`src/rtl/cam_frame_capture.sv`:
```
`timescale 1ns/1ps
// -----------------------------------------------------------------------------
// cam_frame_capture
// Front-end capture stage for an OV7670 camera port. The camera byte stream is
// oversampled in the system clock domain. Byte pairs (RGB565) are reduced to
// RGB332 and written into a frame buffer at row*IMG_W + col. Frame completion
// and frame integrity are reported downstream.
//
// Ports
//   clk          system clock, at least 4x the camera pixel clock
//   CAM_reset    asynchronous reset, active-high
//   CAM_pclk     camera pixel clock, sampled as data
//   CAM_vsync    high = vertical blanking, falling edge starts a frame
//   CAM_href     high while active line bytes are presented
//   CAM_px_data  camera byte (even = RRRRRGGG, odd = GGGBBBBB)
//   mem_addr     frame-buffer write address
//   mem_data     RGB332 pixel {R[4:2], G[5:3], B[4:3]}
//   mem_we       one-clock write strobe
//   frame_done   one-clock pulse when an active frame ends (vsync rising)
//   frame_ok     valid with frame_done: all IMG_H rows seen, no line errors
//   err_line     sticky line-error flag, cleared at frame start
//
// Optional feature: define COLOR_COUNT_EN to add red_cnt/green_cnt/blue_cnt,
// per-frame counts of written pixels classified by dominant colour.
// -----------------------------------------------------------------------------
module cam_frame_capture #(
    parameter int IMG_W = 160,
    parameter int IMG_H = 120,
    parameter int AW    = 15
) (
    input  logic          clk,
    input  logic          CAM_reset,
    input  logic          CAM_pclk,
    input  logic          CAM_vsync,
    input  logic          CAM_href,
    input  logic [7:0]    CAM_px_data,
    output logic [AW-1:0] mem_addr,
    output logic [7:0]    mem_data,
    output logic          mem_we,
    output logic          frame_done,
    output logic          frame_ok,
`ifdef COLOR_COUNT_EN
    output logic          err_line,
    output logic [AW-1:0] red_cnt,
    output logic [AW-1:0] green_cnt,
    output logic [AW-1:0] blue_cnt
`else
    output logic          err_line
`endif
);

    localparam logic [1:0] S_WAIT_BLANK = 2'd0;
    localparam logic [1:0] S_WAIT_FRAME = 2'd1;
    localparam logic [1:0] S_ACTIVE     = 2'd2;

    localparam logic [7:0] LP_W          = 8'(IMG_W);
    localparam logic [7:0] LP_H          = 8'(IMG_H);
    localparam logic [9:0] LP_LINE_BYTES = 10'(2 * IMG_W);

    // RGB565 byte pair to RGB332: keep the top bits of each channel.
    function automatic logic [7:0] rgb565_to_332(input logic [7:0] hi, input logic [7:0] lo);
        return {hi[7:5], hi[2:0], lo[4:3]};
    endfunction

    // Synchronizer and alignment stages
    logic       r_pclk_m, r_pclk_s, r_pclk_d;
    logic       r_vsync_m, r_vsync_s, r_href_m, r_href_s;
    logic [7:0] r_data_m, r_data_s;
    logic       r_rise_q, r_href_q, r_href_qd, r_vsync_q, r_vsync_qd;
    logic [7:0] r_byte_q;

    // Capture state
    logic [1:0] r_state;
    logic       r_phase, r_err, r_done, r_ok;
    logic [7:0] r_hi, r_row, r_col;
    logic [9:0] r_bytes;
    logic       r_pend;
    logic [7:0] r_pend_row, r_pend_col, r_pend_pix;

    logic        w_byte, w_href_fall, w_vs_rise, w_vs_fall;
    logic        w_line_close, w_line_bad, w_pix_in_frame, w_err_after;
    logic [7:0]  w_row_next, w_row_after;
    logic [15:0] w_addr_full;

    // Two-flop synchronizers for all camera inputs plus a third pclk flop for
    // edge detection; the edge strobe, href, vsync and the byte are then
    // re-registered together so every stream event shares one timeline.
    always_ff @(posedge clk or posedge CAM_reset) begin
        if (CAM_reset) begin
            r_pclk_m   <= 1'b0;
            r_pclk_s   <= 1'b0;
            r_pclk_d   <= 1'b0;
            r_vsync_m  <= 1'b0;
            r_vsync_s  <= 1'b0;
            r_href_m   <= 1'b0;
            r_href_s   <= 1'b0;
            r_data_m   <= 8'h00;
            r_data_s   <= 8'h00;
            r_rise_q   <= 1'b0;
            r_href_q   <= 1'b0;
            r_href_qd  <= 1'b0;
            r_vsync_q  <= 1'b0;
            r_vsync_qd <= 1'b0;
            r_byte_q   <= 8'h00;
        end else begin
            r_pclk_m   <= CAM_pclk;
            r_pclk_s   <= r_pclk_m;
            r_pclk_d   <= r_pclk_s;
            r_vsync_m  <= CAM_vsync;
            r_vsync_s  <= r_vsync_m;
            r_href_m   <= CAM_href;
            r_href_s   <= r_href_m;
            r_data_m   <= CAM_px_data;
            r_data_s   <= r_data_m;
            r_rise_q   <= r_pclk_s & ~r_pclk_d;
            r_href_q   <= r_href_s;
            r_href_qd  <= r_href_q;
            r_vsync_q  <= r_vsync_s;
            r_vsync_qd <= r_vsync_q;
            r_byte_q   <= r_data_s;
        end
    end

    // Stream events, line-close bookkeeping and write address arithmetic.
    always_comb begin
        w_byte         = r_rise_q & r_href_q;
        w_href_fall    = r_href_qd & ~r_href_q;
        w_vs_rise      = r_vsync_q & ~r_vsync_qd;
        w_vs_fall      = ~r_vsync_q & r_vsync_qd;
        // A frame ending while href is still high closes the line first.
        w_line_close   = w_href_fall | (w_vs_rise & r_href_q);
        w_line_bad     = (r_bytes != LP_LINE_BYTES) | (r_row >= LP_H);
        w_pix_in_frame = (r_col < LP_W) & (r_row < LP_H);
        if (r_row >= LP_H) begin
            w_row_next = LP_H;
        end else begin
            w_row_next = r_row + 8'd1;
        end
        if (w_line_close) begin
            w_row_after = w_row_next;
            w_err_after = r_err | w_line_bad;
        end else begin
            w_row_after = r_row;
            w_err_after = r_err;
        end
        w_addr_full = 16'(r_pend_row) * 16'(IMG_W) + 16'(r_pend_col);
    end

    // Frame/line state machine: byte pairing, row/col tracking, integrity.
    always_ff @(posedge clk or posedge CAM_reset) begin
        if (CAM_reset) begin
            r_state    <= S_WAIT_BLANK;
            r_phase    <= 1'b0;
            r_err      <= 1'b0;
            r_done     <= 1'b0;
            r_ok       <= 1'b0;
            r_hi       <= 8'h00;
            r_row      <= 8'h00;
            r_col      <= 8'h00;
            r_bytes    <= 10'd0;
            r_pend     <= 1'b0;
            r_pend_row <= 8'h00;
            r_pend_col <= 8'h00;
            r_pend_pix <= 8'h00;
        end else begin
            r_done <= 1'b0;
            r_pend <= 1'b0;
            case (r_state)
                S_WAIT_BLANK: begin
                    if (r_vsync_q) begin
                        r_state <= S_WAIT_FRAME;
                    end
                end
                S_WAIT_FRAME: begin
                    if (w_vs_fall) begin
                        r_state <= S_ACTIVE;
                        r_row   <= 8'h00;
                        r_col   <= 8'h00;
                        r_err   <= 1'b0;
                        r_ok    <= 1'b0;
                        r_phase <= 1'b0;
                        r_bytes <= 10'd0;
                    end
                end
                S_ACTIVE: begin
                    if (w_line_close) begin
                        r_err   <= w_err_after;
                        r_row   <= w_row_next;
                        r_col   <= 8'h00;
                        r_phase <= 1'b0;
                        r_bytes <= 10'd0;
                    end else if (w_byte) begin
                        if (r_bytes != 10'h3FF) begin
                            r_bytes <= r_bytes + 10'd1;
                        end
                        if (!r_phase) begin
                            r_hi    <= r_byte_q;
                            r_phase <= 1'b1;
                        end else begin
                            r_phase <= 1'b0;
                            // Saturate so an overlong line never wraps back into range.
                            if (r_col != 8'hFF) begin
                                r_col <= r_col + 8'd1;
                            end
                            if (w_pix_in_frame) begin
                                r_pend     <= 1'b1;
                                r_pend_row <= r_row;
                                r_pend_col <= r_col;
                                r_pend_pix <= rgb565_to_332(r_hi, r_byte_q);
                            end else begin
                                r_err <= 1'b1;
                            end
                        end
                    end
                    if (w_vs_rise) begin
                        r_state <= S_WAIT_FRAME;
                        r_done  <= 1'b1;
                        r_ok    <= (w_row_after == LP_H) & ~w_err_after;
                    end
                end
                default: begin
                    r_state <= S_WAIT_BLANK;
                end
            endcase
        end
    end

    // Registered frame-buffer write port.
    always_ff @(posedge clk or posedge CAM_reset) begin
        if (CAM_reset) begin
            mem_we   <= 1'b0;
            mem_data <= 8'h00;
            mem_addr <= '0;
        end else begin
            mem_we   <= r_pend;
            mem_data <= r_pend_pix;
            mem_addr <= AW'(w_addr_full);
        end
    end

    assign frame_done = r_done;
    assign frame_ok   = r_ok;
    assign err_line   = r_err;

`ifdef COLOR_COUNT_EN
    // 1 = red, 2 = green, 3 = blue, 0 = none. A channel is "high" when its
    // RGB332 field is in the upper half of its range.
    function automatic logic [1:0] color_class(input logic [7:0] pix);
        logic r_hi_s, g_hi_s, b_hi_s;
        r_hi_s = pix[7];
        g_hi_s = pix[4];
        b_hi_s = pix[1];
        if (r_hi_s & ~g_hi_s & ~b_hi_s) begin
            return 2'd1;
        end else if (g_hi_s & ~r_hi_s & ~b_hi_s) begin
            return 2'd2;
        end else if (b_hi_s & ~r_hi_s & ~g_hi_s) begin
            return 2'd3;
        end else begin
            return 2'd0;
        end
    endfunction

    // Per-frame colour counters, cleared at frame start; no writes occur
    // between frame_done and the next frame start, so they hold there.
    always_ff @(posedge clk or posedge CAM_reset) begin
        if (CAM_reset) begin
            red_cnt   <= '0;
            green_cnt <= '0;
            blue_cnt  <= '0;
        end else if ((r_state == S_WAIT_FRAME) && w_vs_fall) begin
            red_cnt   <= '0;
            green_cnt <= '0;
            blue_cnt  <= '0;
        end else if (r_pend) begin
            case (color_class(r_pend_pix))
                2'd1:    red_cnt   <= red_cnt + AW'(1);
                2'd2:    green_cnt <= green_cnt + AW'(1);
                2'd3:    blue_cnt  <= blue_cnt + AW'(1);
                default: red_cnt   <= red_cnt;
            endcase
        end
    end
`endif

endmodule

```
`config.mk`:
```
export PLATFORM = sky130hd
export DESIGN_NAME = cam_frame_capture
export DESIGN_NICKNAME = d
export VERILOG_FILES = /design/src/rtl/cam_frame_capture.sv
export SDC_FILE = /design/constraint.sdc
export NUM_CORES = 1
export LEC_CHECK = 0
export ABC_CLOCK_PERIOD_IN_PS = 5250
export BUFFER_PORTS_ARGS = -buffer_cell sky130_fd_sc_hd__buf_2
export CAP_MARGIN = 20
export CORE_ASPECT_RATIO = 0.8
export CORE_UTILIZATION = 57
export CTS_CLUSTER_SIZE = 14
export DETAILED_ROUTE_END_ITERATION = 16
export PLACE_DENSITY = 0.77
export SYNTH_ARGS = -nofsm -noshare
export SYNTH_HDL_FRONTEND = slang
export SYNTH_SLANG_ARGS = --single-unit
export TNS_END_PERCENT = 1
```
`constraint.sdc`:
```
create_clock -name clk -period 5.25 [get_ports clk]
set_input_delay 1.05 -clock clk [delete_from_list [all_inputs] [get_ports clk]]
set_output_delay 1.05 -clock clk [all_outputs]
set_load 0.01 [all_outputs]
```
# Word level (Yosys, flattened, before mapping)
# Index checks and enable logic that the tools add are counted.
[classes] addsub=4 multipliers=1 magnitude_cmp=3 eq_ne=14 reduce_logical=11 bitwise_logic=18 muxes=38
[ops] op="$mux W8" n=7
[ops] op="$mux W10" n=4
[ops] op="$pmux W8 S2" n=2
[ops] op="$pmux W10 S2" n=1
[ops] op="$mux W1" n=17
[ops] op="$add A8 B1 Y8 const B" n=2
[ops] op="$add A15 B8 Y15" n=1
[ops] op="$ne A3 B3 Y1 const B" n=5
[ops] op="$reduce_and A5 Y1" n=3
[ops] op="$add A10 B1 Y10 const B" n=1
[ops] op="$mul A8 B3 Y10 const B" n=1
[ops] op="$ne A10 B10 Y1 const B" n=1
[ops] op="$ne A10 B9 Y1 const B" n=1
[ops] op="$reduce_and A3 Y1" n=3
[ops] op="$and A1 B1 Y1" n=8
[ops] op="$eq A8 B7 Y1 const B" n=1
[ops] op="$ge A8 B7 Y1 const B" n=1
[ops] op="$lt A8 B7 Y1 const B" n=1
[ops] op="$lt A8 B8 Y1 const B" n=1
[ops] op="$ne A8 B8 Y1 const B" n=1
[ops] op="$reduce_and A4 Y1" n=2
[ops] op="$not A1 Y1" n=7
[ops] op="$mux W2" n=3
[ops] op="$ne A2 B2 Y1 const B" n=3
[ops] op="other kinds (8)" n=12
[word_totals] wordCells=120 out_inout_bits=27 regBits=125 inputBits=13

# Logic depth before layout (Yosys ltp)
[logic_depth] ltp_word=9 ltp_mapped=10 depth_no_buf=10

# Worst setup path after synthesis
# No wires, ideal clock.
[synth_timing] kind="register -> register" startpoint="register r_pend_row[1]" endpoint="register mem_addr[14]" period_less_slack_ps=2247 setup_ps=131 path_stages_with_launch=9 path_slack_ps=3003 t_required_ps=5119 n_path_buf=0 arrival_time_ps=2116 cell_sequence="dfrtp_1 > ha_1 > ha_1 > inv_1 > fa_1 > nor3b_1 > nor2b_1 > and4_1 > xnor2_1"
[synth_between] elab_chain_cells=2
[synth_rtl] item="start: declaration" line_no="78" source="logic [7:0] r_pend_row, r_pend_col, r_pend_pix;"
[synth_rtl] item="start signal: assignment" line_no="207" source="r_pend_row <= r_row;"
[synth_rtl] item="$mul A8 B3 Y10" line_no="146" source="w_addr_full = 16'(r_pend_row) * 16'(IMG_W) + 16'(r_pend_col);"
[synth_rtl] item="$add A15 B8 Y15" line_no="146"
[synth_rtl] item="named net w_addr_full[14]" line_no="83" source="logic [15:0] w_addr_full;"
[synth_rtl] item="end signal: assignment" line_no="237" source="mem_addr <= AW'(w_addr_full);"
[synth_rtl] item="end: declaration" line_no="37" source="output logic [AW-1:0] mem_addr,"
# The timed path passes the listed nets, and every way through them passes these cells.
# A chain may end at the register's enable or synchronous reset.

# Worst setup path in the final report
[layout_timing] startpoint="register r_state[0]" endpoint="register r_pend_pix[7]"
[layout_between] elab_chain_cells=2
[layout_rtl] item="start: declaration" line_no="73" source="logic [1:0] r_state;"
[layout_rtl] item="start signal: assignment" line_no="152" source="r_state <= S_WAIT_BLANK;"
[layout_rtl] item="start signal: assignment" line_no="171" source="r_state <= S_WAIT_FRAME;"
[layout_rtl] item="start signal: assignment" line_no="176" source="r_state <= S_ACTIVE;"
[layout_rtl] item="$eq A2 B2 Y1" line_no="168" source="case (r_state)"
[layout_rtl] item="$reduce_and A5 Y1 (no source line)"
[layout_rtl] item="end signal: assignment" line_no="209" source="r_pend_pix <= rgb565_to_332(r_hi, r_byte_q);"
[layout_rtl] item="end: declaration" line_no="78"
# Every way passes these cells.

==> impl_metrics.tcl <==
set metrics [dict create \
    gp_congestion 0.838 \
    synth_adder_area_share_pct 5.66 \
    core-area_mm2 0.00860 \
    synth_top_family_by_area "simple AND/OR/NAND/NOR gates" \
    die_area_mm2 0.00938 \
    switching_share_pct 21.1 \
    r2r_cells 6 \
    grt_max_degree 86 \
    period_share_pct 51.2 \
    synth_top_cell_by_area "dfrtp_1" \
    crit_chain "nand2b_1, nor3_4, nand3_2, nor3_4, buf_4, mux2_2" \
    num-nets-final 496 \
    worst_pin_slew_ps 640 \
    p_sw_uw 475 \
    wl_per_cell_um 16.6 \
    antenna_cells 0 \
    slowest_stage "nor3_4" \
    pwr-share-clk_pct 52.2 \
    cts_hold_buf 0 \
    rows 30 \
    insertion_delay_ps 510 \
    antenna_found_initial 0 \
    synthArstFlopShare_pct 100 \
    tns_ps 0 \
    area_delta_synth_final_pct 17.8 \
    synth_edf_count 0 \
    final_common_cell "dfrtp_1" \
    leakage_uw 0.00296 \
    grt_overflow 0 \
    whs_path_depth 0 \
    synth_xor_area_share_pct 2.39 \
    drive_gt1_share_pct 22.9 \
    combPwrFrac_pct 3.7 \
    status "finished, final reports clean" \
    netlist_area_mm2 0.00513 \
    grt_pass1_vias 3400 \
    timing.rr.start "r_state[0]$_DFFE_PP0P_" \
    cts_tree "built" \
    drt_pass1_iterations 4 \
    cts_buffer_depth 2 \
    grt_first_pass_wirelength_mm 16.8 \
    cts_inserted_buffers 17 \
    yosys.area_share.simple_pct 12.5 \
    cts.clk_slew.worst_paths_ps 60 \
    critical_path.max_fanout 27 \
    crit_top_cell "nor3_4" \
    netlist_instances 409 \
    final_area_mm2 0.00604 \
    via_count 3343 \
    h-tree-depth 4 \
    drcViolationCount 0 \
    synth_warnings 0 \
    finalCriticalPeriod_ps 2690 \
    rsz0062_at_grt "false" \
    syn_area_per_cell_um2 12.5 \
    hpwl_mm 5.99 \
    io_pins 40 \
    startpoint_type "flip-flop" \
    r2r_slack_ps 2560 \
    wl_mm 9.72 \
    ys_ff_latch 123 \
    synth-compound-area-share_pct 10.1 \
    cp_slowest_stage_delay_ps 640 \
    hold_violations 0 \
    ir_drop_mv 0.439 \
    start_util_pct 59.7 \
    critical_path_buf_inv_count 1 \
    end_kind "flip-flop" \
    maxCapViolCount 0 \
    cts.sinks 123 \
    hp-class "flip-flop to flip-flop" \
    hp-start "r_data_m[2]$_DFF_PP0_" \
    synth_nets 444 \
    synthFlopType "dfrtp_1" \
    routed_via_density 5.72 \
    portBuffers 39 \
    crit_type "flip-flop to flip-flop" \
    arrival_ps 3080 \
    cp_top_family "simple AND/OR/NAND/NOR gates" \
    setup_viol 0 \
    fin_worst_skew_ps 9.96 \
    finalMaxSlewViolations 0 \
    seq_area_frac_synth_pct 60.0 \
    gr-usage-all-layers_pct 24.0 \
    power_per_cell_area_mw_per_mm2 373 \
    ys_top_cells_by_area "dfrtp_1 (60%), ha_1 (4.9%), o21ai_0 (3.1%), mux2_4 (2.9%), mux2_2 (2.9%)" \
    first_iter_violations 211 \
    p_seq_share_pct 44.1 \
    yosysUniqueCellTypes 59 \
    synthMuxAreaShare_pct 6.66 \
    rr_endpoint "r_pend_pix[7]$_DFFE_PP0P_" \
    cts_resized 0 \
    layout_common_cells "dfrtp_1 (123), buf_2 (40), o21ai_0 (32)" \
    die-width_um 108 \
    p_int_uw 1780 \
    place_area_mm2 0.00541 \
    worstPathRequired_ps 5640 \
    ant_nets 0 \
    clock.fmax_ghz 0.372 \
    synth_top_area_share_pct 60.0 \
    die_h_um 86.8 \
    relSlewSlack_pct 57.2 \
    clock-root-buffer "clkbuf_8" \
    cts_setup_buffers 0 \
    min_to "r_data_s[2]$_DFF_PP0_" \
]
-- power by group through the flow --
stage          combinational, µW  clock, µW  sequential [µW]
2_1_floorplan               60.1          0             1000
3_3_place_gp                78.5          0             1010
3_5_place_dp                80.9          0             1010
4_1_cts                     82.2       1200              992
5_1_grt                     96.2       1240              996
6_report                    83.8       1180              992
-- how the worst max path moves through the flow --
stage	startpoint	cells past startpoint	slack (ps)	endpoint
floorplan	CAM_reset	1	930	err_line$_DFFE_PP0P_
global placement	r_vsync_qd$_DFF_PP0_	6	2590	r_bytes[6]$_DFFE_PP0P_
detailed placement	r_vsync_qd$_DFF_PP0_	6	2460	r_bytes[6]$_DFFE_PP0P_
CTS	r_vsync_qd$_DFF_PP0_	6	2440	r_bytes[0]$_DFFE_PP0P_
global route	r_state[0]$_DFFE_PP0P_	6	2410	r_pend_pix[2]$_DFFE_PP0P_
finish	r_state[0]$_DFFE_PP0P_	6	2560	r_pend_pix[7]$_DFFE_PP0P_
-- layer usage --
| layer | GRT usage [%] | up-vias | routed length, µm |
|---|---|---|---|
| met1 | 30.1 | 1669 | 4170 |
| met4 | 10.7 | 0 | 173 |
| met5 | 0 | - | 0 |
| met2 | 39.1 | 93 | 4970 |
| met3 | 6.54 | 15 | 406 |
| li1 | - | 1566 | - |
-- sequential cells by signal, indices dropped and copies added (netlist names), 2 cells and up --
name / cells
r_col: 8
r_bytes: 10
r_pend_pix: 8
mem_addr: 15
r_pend_row: 8
r_pend_col: 8
r_data_s: 8
r_hi: 6
r_state: 2
r_byte_q: 8
mem_data: 8
r_row: 8
r_data_m: 8
-- Yosys cell counts (3+ instances only) --
cell and number:
inv_1 17, nand3_1 23, nor2b_1 10, o21ai_0 32
mux2_2 13, or4_1 4, a21oi_1 10, ha_1 20
a31oi_1 6, o41ai_1 3, xor2_1 5, a211oi_1 3
nor3_1 5, nand2_1 28, nand2b_1 5, a21o_1 4
o31ai_1 4, clkbuf_1 3, and3_1 7, buf_6 4
mux2_1 4, nor2_1 16, xnor2_1 9, dfrtp_1 123
mux2_4 10
-- through the flow --
stage	setup WS, ps	total power, µW	instances	hold slack (ps)	util (%)
after CTS	2440	2280	582	347	69.9
final	2560	2250	584	346	70.3
after floorplan	929	1060	409	331	-
after detailed placement	2460	1090	552	335	62.9
after global routing	2410	2330	584	352	70.3
after global placement	2590	1080	552	332	62.9
-- cell type report --
class	count	area [µm²]
inverter	17	66.3
tap	112	140
fill	592	2560
multi-input combinational	259	1910
clock buffer	18	428
sequential	123	3080
clock inverter	12	173
timing repair buffer	43	243
-- kinds of logic after synthesis --
logic type               count (synthesis)
flip-flops                             123
AND/OR/NAND/NOR                        116
AO/OA/AOI/OAI                           80
buffers and inverters                   27
multiplexers                            27
adder cells (fa/ha/maj)                 22
XOR/XNOR                                14
No activity file was read; power rests on OpenSTA's default activity.
